$ cat config.mk
export PLATFORM = sky130hd
export DESIGN_NAME = waveform_pop_sequencer
export DESIGN_NICKNAME = d
export VERILOG_FILES = /design/src/rtl/waveform_pop_sequencer.sv
export SDC_FILE = /design/constraint.sdc
export NUM_CORES = 1
export LEC_CHECK = 0
export BUFFER_PORTS_ARGS = -buffer_cell sky130_fd_sc_hd__buf_2
export CORE_ASPECT_RATIO = 1.2
export CORE_UTILIZATION = 55
export CTS_CLUSTER_SIZE = 40
export DETAILED_ROUTE_END_ITERATION = 8
export PLACE_DENSITY = 0.8
export REMOVE_ABC_BUFFERS = 1
export SYNTH_ARGS = -nofsm -noshare
export SYNTH_HDL_FRONTEND = slang
export SYNTH_SLANG_ARGS = --single-unit
$ cat constraint.sdc
create_clock -name clk_i -period 5.1 [get_ports clk_i]
set_clock_uncertainty 0.15 [all_clocks]
set_input_delay 0.51 -clock clk_i [delete_from_list [all_inputs] [get_ports clk_i]]
set_output_delay 0.51 -clock clk_i [all_outputs]
set_load 0.02 [all_outputs]
$ cat src/rtl/waveform_pop_sequencer.sv
// rtl/waveform_pop_sequencer.sv - paced pop strobe and sample capture for the waveform BRAM buffer
module waveform_pop_sequencer #(
   parameter int PERIOD_W = 16,
   parameter int ADDR_W   = 10
) (
   input  logic                clk_i,
   input  logic                reset_n_i,
   input  logic                start_i,
   input  logic                stop_i,
   input  logic                loop_mode_i,
   input  logic [PERIOD_W-1:0] period_i,
   output logic                rd_rewind_o,
   output logic                pop_strobe_o,
   input  logic [31:0]         wave_in_i,
   output logic [31:0]         sample_out_o,
   output logic                sample_valid_o,
   input  logic                sample_ready_i,
   output logic [ADDR_W-1:0]   word_index_o,
   output logic                busy_o,
   output logic                done_o,
   output logic [15:0]         overrun_count_o
);

   localparam logic [1:0] ST_IDLE   = 2'd0;
   localparam logic [1:0] ST_REWIND = 2'd1;
   localparam logic [1:0] ST_RUN    = 2'd2;
   localparam logic [1:0] ST_DRAIN  = 2'd3;

   logic [1:0]          state_q, state_d;
   logic [PERIOD_W-1:0] period_q, period_d;
   logic [PERIOD_W-1:0] tick_cnt_q, tick_cnt_d;
   logic [ADDR_W-1:0]   pop_idx_q, pop_idx_d;
   logic [15:0]         overrun_q, overrun_d;
   logic                done_q, done_d;

   // read in flight: the BRAM output is valid the cycle after the pop
   logic                rd_pend_q;
   logic [ADDR_W-1:0]   rd_idx_q;

   logic [31:0]         sample_q;
   logic                valid_q;
   logic [ADDR_W-1:0]   word_idx_q;

   logic tick, accept, slot_free, pop, drop, last_pop, drain_done;

   assign accept     = valid_q && sample_ready_i;
   assign tick       = (state_q == ST_RUN) && (tick_cnt_q == '0);
   // a slot being drained this cycle can take the next word, since capture lands two edges later
   assign slot_free  = !valid_q || accept;
   assign pop        = tick && slot_free && !stop_i;
   assign drop       = tick && !slot_free && !stop_i;
   assign last_pop   = pop && (pop_idx_q == {ADDR_W{1'b1}});
   assign drain_done = (state_q == ST_DRAIN) && !rd_pend_q && accept;

   // sequencing: frame start, tick pacing, pop index, drop accounting, frame end
   always_comb begin
      state_d    = state_q;
      period_d   = period_q;
      tick_cnt_d = tick_cnt_q;
      pop_idx_d  = pop_idx_q;
      overrun_d  = overrun_q;
      done_d     = 1'b0;
      case (state_q)
         ST_IDLE: begin
            if (start_i && !stop_i) begin
               state_d   = ST_REWIND;
               period_d  = (period_i == '0) ? {{(PERIOD_W-1){1'b0}}, 1'b1} : period_i;
               pop_idx_d = '0;
               overrun_d = '0;
            end
         end
         ST_REWIND: begin
            state_d    = ST_RUN;
            tick_cnt_d = '0;
         end
         ST_RUN: begin
            // ticks stay on the period grid whether or not the pop is taken
            tick_cnt_d = tick ? (period_q - 1'b1) : (tick_cnt_q - 1'b1);
            if (pop) begin
               pop_idx_d = pop_idx_q + 1'b1;
               if (last_pop && !loop_mode_i) begin
                  state_d = ST_DRAIN;
               end
            end
            if (drop && (overrun_q != 16'hFFFF)) begin
               overrun_d = overrun_q + 16'd1;
            end
         end
         ST_DRAIN: begin
            if (drain_done) begin
               state_d = ST_IDLE;
               done_d  = 1'b1;
            end
         end
         default: state_d = ST_IDLE;
      endcase
      if (stop_i) begin
         state_d = ST_IDLE;
         done_d  = 1'b0;
      end
   end

   // control registers
   always_ff @(posedge clk_i or negedge reset_n_i) begin
      if (!reset_n_i) begin
         state_q    <= ST_IDLE;
         period_q   <= '0;
         tick_cnt_q <= '0;
         pop_idx_q  <= '0;
         overrun_q  <= '0;
         done_q     <= 1'b0;
      end else begin
         state_q    <= state_d;
         period_q   <= period_d;
         tick_cnt_q <= tick_cnt_d;
         pop_idx_q  <= pop_idx_d;
         overrun_q  <= overrun_d;
         done_q     <= done_d;
      end
   end

   // capture path: a new word overrides an accept in the same cycle; stop discards everything
   always_ff @(posedge clk_i or negedge reset_n_i) begin
      if (!reset_n_i) begin
         rd_pend_q  <= 1'b0;
         rd_idx_q   <= '0;
         sample_q   <= '0;
         valid_q    <= 1'b0;
         word_idx_q <= '0;
      end else begin
         rd_pend_q <= pop;
         if (pop) begin
            rd_idx_q <= pop_idx_q;
         end
         if (stop_i) begin
            valid_q <= 1'b0;
         end else if (rd_pend_q) begin
            valid_q    <= 1'b1;
            sample_q   <= wave_in_i;
            word_idx_q <= rd_idx_q;
         end else if (accept) begin
            valid_q <= 1'b0;
         end
      end
   end

   assign rd_rewind_o     = (state_q == ST_REWIND);
   assign pop_strobe_o    = pop;
   assign sample_out_o    = sample_q;
   assign sample_valid_o  = valid_q;
   assign word_index_o    = word_idx_q;
   assign busy_o          = (state_q != ST_IDLE);
   assign done_o          = done_q;
   assign overrun_count_o = overrun_q;

endmodule

-- Word-level counts from Yosys, hierarchy flattened
Index checks and enable logic that the tools add are counted.
- add/sub/neg operators: 4
- equal/unequal tests: 12
- muxes and demuxes: 21
- bitwise operators: 1
- reductions and logical operators: 30
- operators by type and width (operator ; number):
    $mux W16 ; 4
    $pmux W16 S2 ; 2
    $logic_not A16 Y1 ; 2
    $sub A16 B1 Y16 const B ; 2
    $mux W10 ; 2
    $pmux W10 S2 ; 1
    $add A16 B1 Y16 const B ; 1
    $ne A16 B16 Y1 const B ; 1
    $logic_and A1 B1 Y1 ; 12
    $add A10 B1 Y10 const B ; 1
    $eq A10 B10 Y1 const B ; 1
    $mux W2 ; 5
    $ne A3 B3 Y1 const B ; 3
    $pmux W2 S4 ; 1
    $mux W1 ; 6
    $reduce_and A3 Y1 ; 2
    $reduce_bool A2 Y1 ; 3
    $logic_not A1 Y1 ; 5
    $eq A2 B2 Y1 const B ; 2
    $ne A2 B2 Y1 const B ; 2
    $reduce_and A2 Y1 ; 2
    $reduce_and A4 Y1 ; 1
    $ne A3 B2 Y1 const B ; 1
    $reduce_bool A3 Y1 ; 1
    other kinds (5) ; 5
- bits in registers: 115
- input bits: 54
- output and inout port bits: 63
- logic and storage cells: 79

-- Depth between registers and ports, before layout
- depth in word-level cells: 10
- depth in mapped cells: 15
- depth with buffers taken out: 13

-- Worst setup path before layout
OpenSTA, ideal clock, no wires.
- kind: reg-to-reg
- from: register state_q[0]
- to: register tick_cnt_q[10]
- library setup time: 0.155 ns
- arrival: 3.323 ns
- data required time: 4.795 ns
- slack: 1.473 ns
- cell stages (with the launch flop): 16
- buffers on the path: 2
- clock period less this slack: 3.627 ns
- path through: dfrtp_1 -> inv_1 -> ha_1 -> buf_2 -> nor4b_2 -> nand4_2 -> nor2_1 -> clkbuf_1 -> a21oi_1 -> ha_1 -> or3b_1 -> nor3_1 -> o21ai_1 -> a2111oi_0 -> a2bb2oi_1 -> o311ai_0
- longest elaborated chain between the ends: 4
- elaborated cells between the ends (all ways): 6
- classes of those cells: eq/ne (2); mux (2); reduce/logical (2)
- RTL lines (element ; RTL line ; RTL):
    start, declared ; 29 ; logic [1:0] state_q, state_d;
    start signal, assigned ; 113 ; state_q <= state_d;
    $eq A2 B2 Y1 ; 47, 63 ;
    $logic_and A1 B1 Y1 ; 47 ; assign tick = (state_q == ST_RUN) && (tick_cnt_q == '0);
    $mux W16 ; 78 ; tick_cnt_d = tick ? (period_q - 1'b1) : (tick_cnt_q - 1'b1);
    $pmux W16 S2 ; 63 ; case (state_q)
    end signal, assigned ; 115 ; tick_cnt_q <= tick_cnt_d;
    end, declared ; 31 ; logic [PERIOD_W-1:0] tick_cnt_q, tick_cnt_d;
Parallel ways exist; a longest one is shown, timed or not.
A chain may end at the register's enable or synchronous reset.

-- Worst setup path in the final report
Ends and elaborated chain as after synthesis.

==> flow_summary_export.csv <==
group,metric,value,unit
synthesis,synth.distinct_cells,62,
setup_path,critPathLaunchType,"register",
synthesis,synth_top_area_cell,"dfrtp_1",
clocking,htreeDepth,4,
global_route,grt_pass1_vias,4571,
synthesis,ys.warnings.count,0,
die,initial_core_util,56.5,%
finish,fin_nets,684,
clocking,clk_latency,410,ps
timing,period_needed,4050,ps
drt,num_vias,4693,
synthesis,yosys-top-cells-area,"dfrtp_1 51%, mux2_2 13%, nor2_1 1.9%",
drt,drc,0,
drt,drt_wl_total,14000,um
status,outcome,"finished, final reports clean",
setup_path,path_class,"reg2reg",
clocking,numClockSinks,115,
power,finalPower,4.14,mW
die,die_w,94.5,um
timing,hold_slack,81.8,ps
timing,clock.fmax,247,MHz
clocking,ctsHoldBuffers,0,
die,core,0.0100,mm2
synthesis,yosysSeqAreaShare,50.9,%
global_route,grt_max_degree,77,
timing,slew-limit-headroom,20.8,%
flow_run,max_cap_viol_count,0,
die,die-area,0.0107,mm2
clocking,clk_path_buf_depth,2,
clocking,post-cts-setup-buffers,0,
finish,num_antenna_cells,0,
power,power.leakage,3.33,nW
synthesis,ys_ff_latch,115,
synthesis,synthCells,508,
setup_path,arrival,4150,ps
synthesis,synth_most_common_cell,"dfrtp_1",
die,rows,40,
global_route,grt_overflow,0,
min_path,hold_class,"in2async",
placement,numPortBuffers,116,
timing,fin_crit_sh,79.5,%
power,max-vdd-ir-drop,0.297,mV
drt,drt_iter0_markers,274,
timing,rsz0062_at_grt,"no",
clocking,numCtsBuffers,17,
drt,drtAntennaViolNets,0,
setup_path,reg2reg_depth,13,
clocking,clk_pin_slew,60,ps
setup_path,worstPathMaxFanout,18,
die,pin_count,117,
synthesis,synth_edf_count,0,
global_route,antenna_found_initial,0,
timing,tns,0,ps
timing,setup-violations-final,0,
synthesis,synthArstFlopShare,100,%
synthesis,yosysTopAreaCellShare,50.9,%
synthesis,synth_flop_cell,"dfrtp_1",
placement,gp_congestion,0.924,
finish,area_growth,23.0,%
die,die_y,113,um
finish,layout-drive-gt1-share,35.7,%
drt,wl_per_cell,18.4,um
global_route,grt_pass1_wl,22600,um
setup_path,cp.required,5200,ps
drt,drtPass1Iterations,7,
clocking,post_cts_resized,0,
synthesis,avgSynthCellArea,11.1,um2
timing,worst_slew_pin_slew,1180,ps
synthesis,yosys-top-cells-count,"115 x dfrtp_1, 67 x mux2_2, 29 x nor2_1, 22 x nand2_1, 21 x clkbuf_1",
synthesis,synth_area,0.00565,mm2
placement,hpwl,9390,um
setup_path,cp-end-kind,"register",
clocking,clockRootBuffer,"clkbuf_16",
clocking,cts_tree,"yes",
global_route,grt.total_usage,27.7,%
timing,slew_violations,0,
timing,hold_violations,0,
drt,vias_per_cell,6.17,
power,power.density,595,mW/mm2
==> through the flow <==
stage	cells	instance area, um2	setup slack (ps)	utilization, %
6_report	761	6950	1050	69.5
3_5_place_dp	729	6330	1110	63.3
2_1_floorplan	483	5560	1230	-
3_3_place_gp	729	6330	1350	63.3
5_1_grt	761	6950	620	69.5
4_1_cts	761	6950	1070	69.5
==> registers in the layout (all words and copies together) (netlist names) <==
register,cells
sample_out_o,32
overrun_count_o,16
period_q,16
tick_cnt_q,16
pop_idx_q,10
rd_idx_q,10
word_index_o,10
state_q,2
done_o,1
rd_pend_q,1
sample_valid_o,1
==> cell usage in the layout, fill, tap and decap left out, types with 3 or more instances in the layout <==
| cell | synthesis | final |
|---|---|---|
| a22o_1 | 3 | 3 |
| nand3_1 | 17 | 17 |
| nor2b_1 | 4 | 3 |
| and2_1 | 4 | 4 |
| nor4_1 | 14 | 14 |
| buf_2 | 2 | 115 |
| nand2_1 | 22 | 22 |
| a21oi_1 | 15 | 15 |
| a2111oi_0 | 4 | 4 |
| buf_4 | 0 | 5 |
| mux2i_1 | 10 | 10 |
| bufinv_16 | 0 | 3 |
| nand4_1 | 8 | 8 |
| nand2b_1 | 4 | 4 |
| xor2_1 | 11 | 11 |
| nor2_1 | 29 | 29 |
| or4_1 | 3 | 3 |
| and3_1 | 10 | 10 |
| and4_1 | 3 | 3 |
| clkbuf_16 | 0 | 17 |
| a31oi_1 | 3 | 3 |
| dfrtp_1 | 115 | 115 |
| inv_6 | 0 | 8 |
| nand3b_1 | 3 | 3 |
| inv_1 | 13 | 13 |
| nor3_1 | 20 | 20 |
| or3_1 | 8 | 8 |
| o21ai_0 | 15 | 15 |
| o211ai_1 | 5 | 5 |
| ha_1 | 8 | 8 |
| a211oi_1 | 3 | 3 |
| o21ai_1 | 17 | 17 |
| a311oi_1 | 3 | 3 |
| xnor2_1 | 6 | 6 |
| mux2_2 | 67 | 67 |
==> logic make-up after synthesis <==
| family | share of synthesized area [%] |
|---|---|
| AOI/OAI and AO/OA | 11.6 |
| DFF | 50.9 |
| adders and majority gates | 1.77 |
| muxes | 15.3 |
| xor gates and xnor gates | 2.63 |
| and+or+nand+nor | 15.2 |
| buffers and inverters | 2.57 |
==> cell type report <==
class | count | area [um2]
clock buffers | 17 | 425
clock inverters | 15 | 193
fillers | 724 | 3060
inverters | 13 | 48.8
multi-input cells | 355 | 2640
flip-flops and latches | 115 | 2880
well taps | 126 | 158
repair buffers | 120 | 613
==> metal layers <==
layer  vias up  part of all wire, %  GRT usage, %  wire length (um)
li1       2137                    -             -                 -
met3        36                  7.0          5.71               982
met4         0                  2.8          12.7               397
met2       243                   51          46.7              7140
met1      2277                   39          33.8              5520
met5         -                    0             0                 0
==> path summary, 6_finish.rpt <==
kind | start | slack (ps) | end
setup / recovery | state_q[0] | 1050 | tick_cnt_q[10]
hold / removal | reset_n_i | 80 | sample_out_o[23]
setup reg to reg | state_q[0] | 1050 | tick_cnt_q[10]
hold reg to reg | sample_out_o[16] | 350 | sample_out_o[16]
max in group asynchronous | reset_n_i | 3650 | period_q[7]
min in group clk_i | wave_in_i[17] | 170 | sample_out_o[17]
==> power by group <==
part	internal, mW	switching (mW)
Clock	0.783	0.467
Sequential	1.14	0.219
Combinational	0.621	0.912
Total	2.54	1.60
==> worst max-delay path: stages (launching register included) <==
cell,delay [ps]
dfrtp_1,390
inv_1,110
ha_1,440
nor4b_2,280
nand4_2,160
nor2_1,100
a21oi_1,230
ha_1,240
or3b_1,440
nor3_1,150
o21ai_1,140
a2111oi_0,730
a2bb2oi_1,190
o311ai_0,130
No activity file was read; power rests on OpenSTA's default activity.
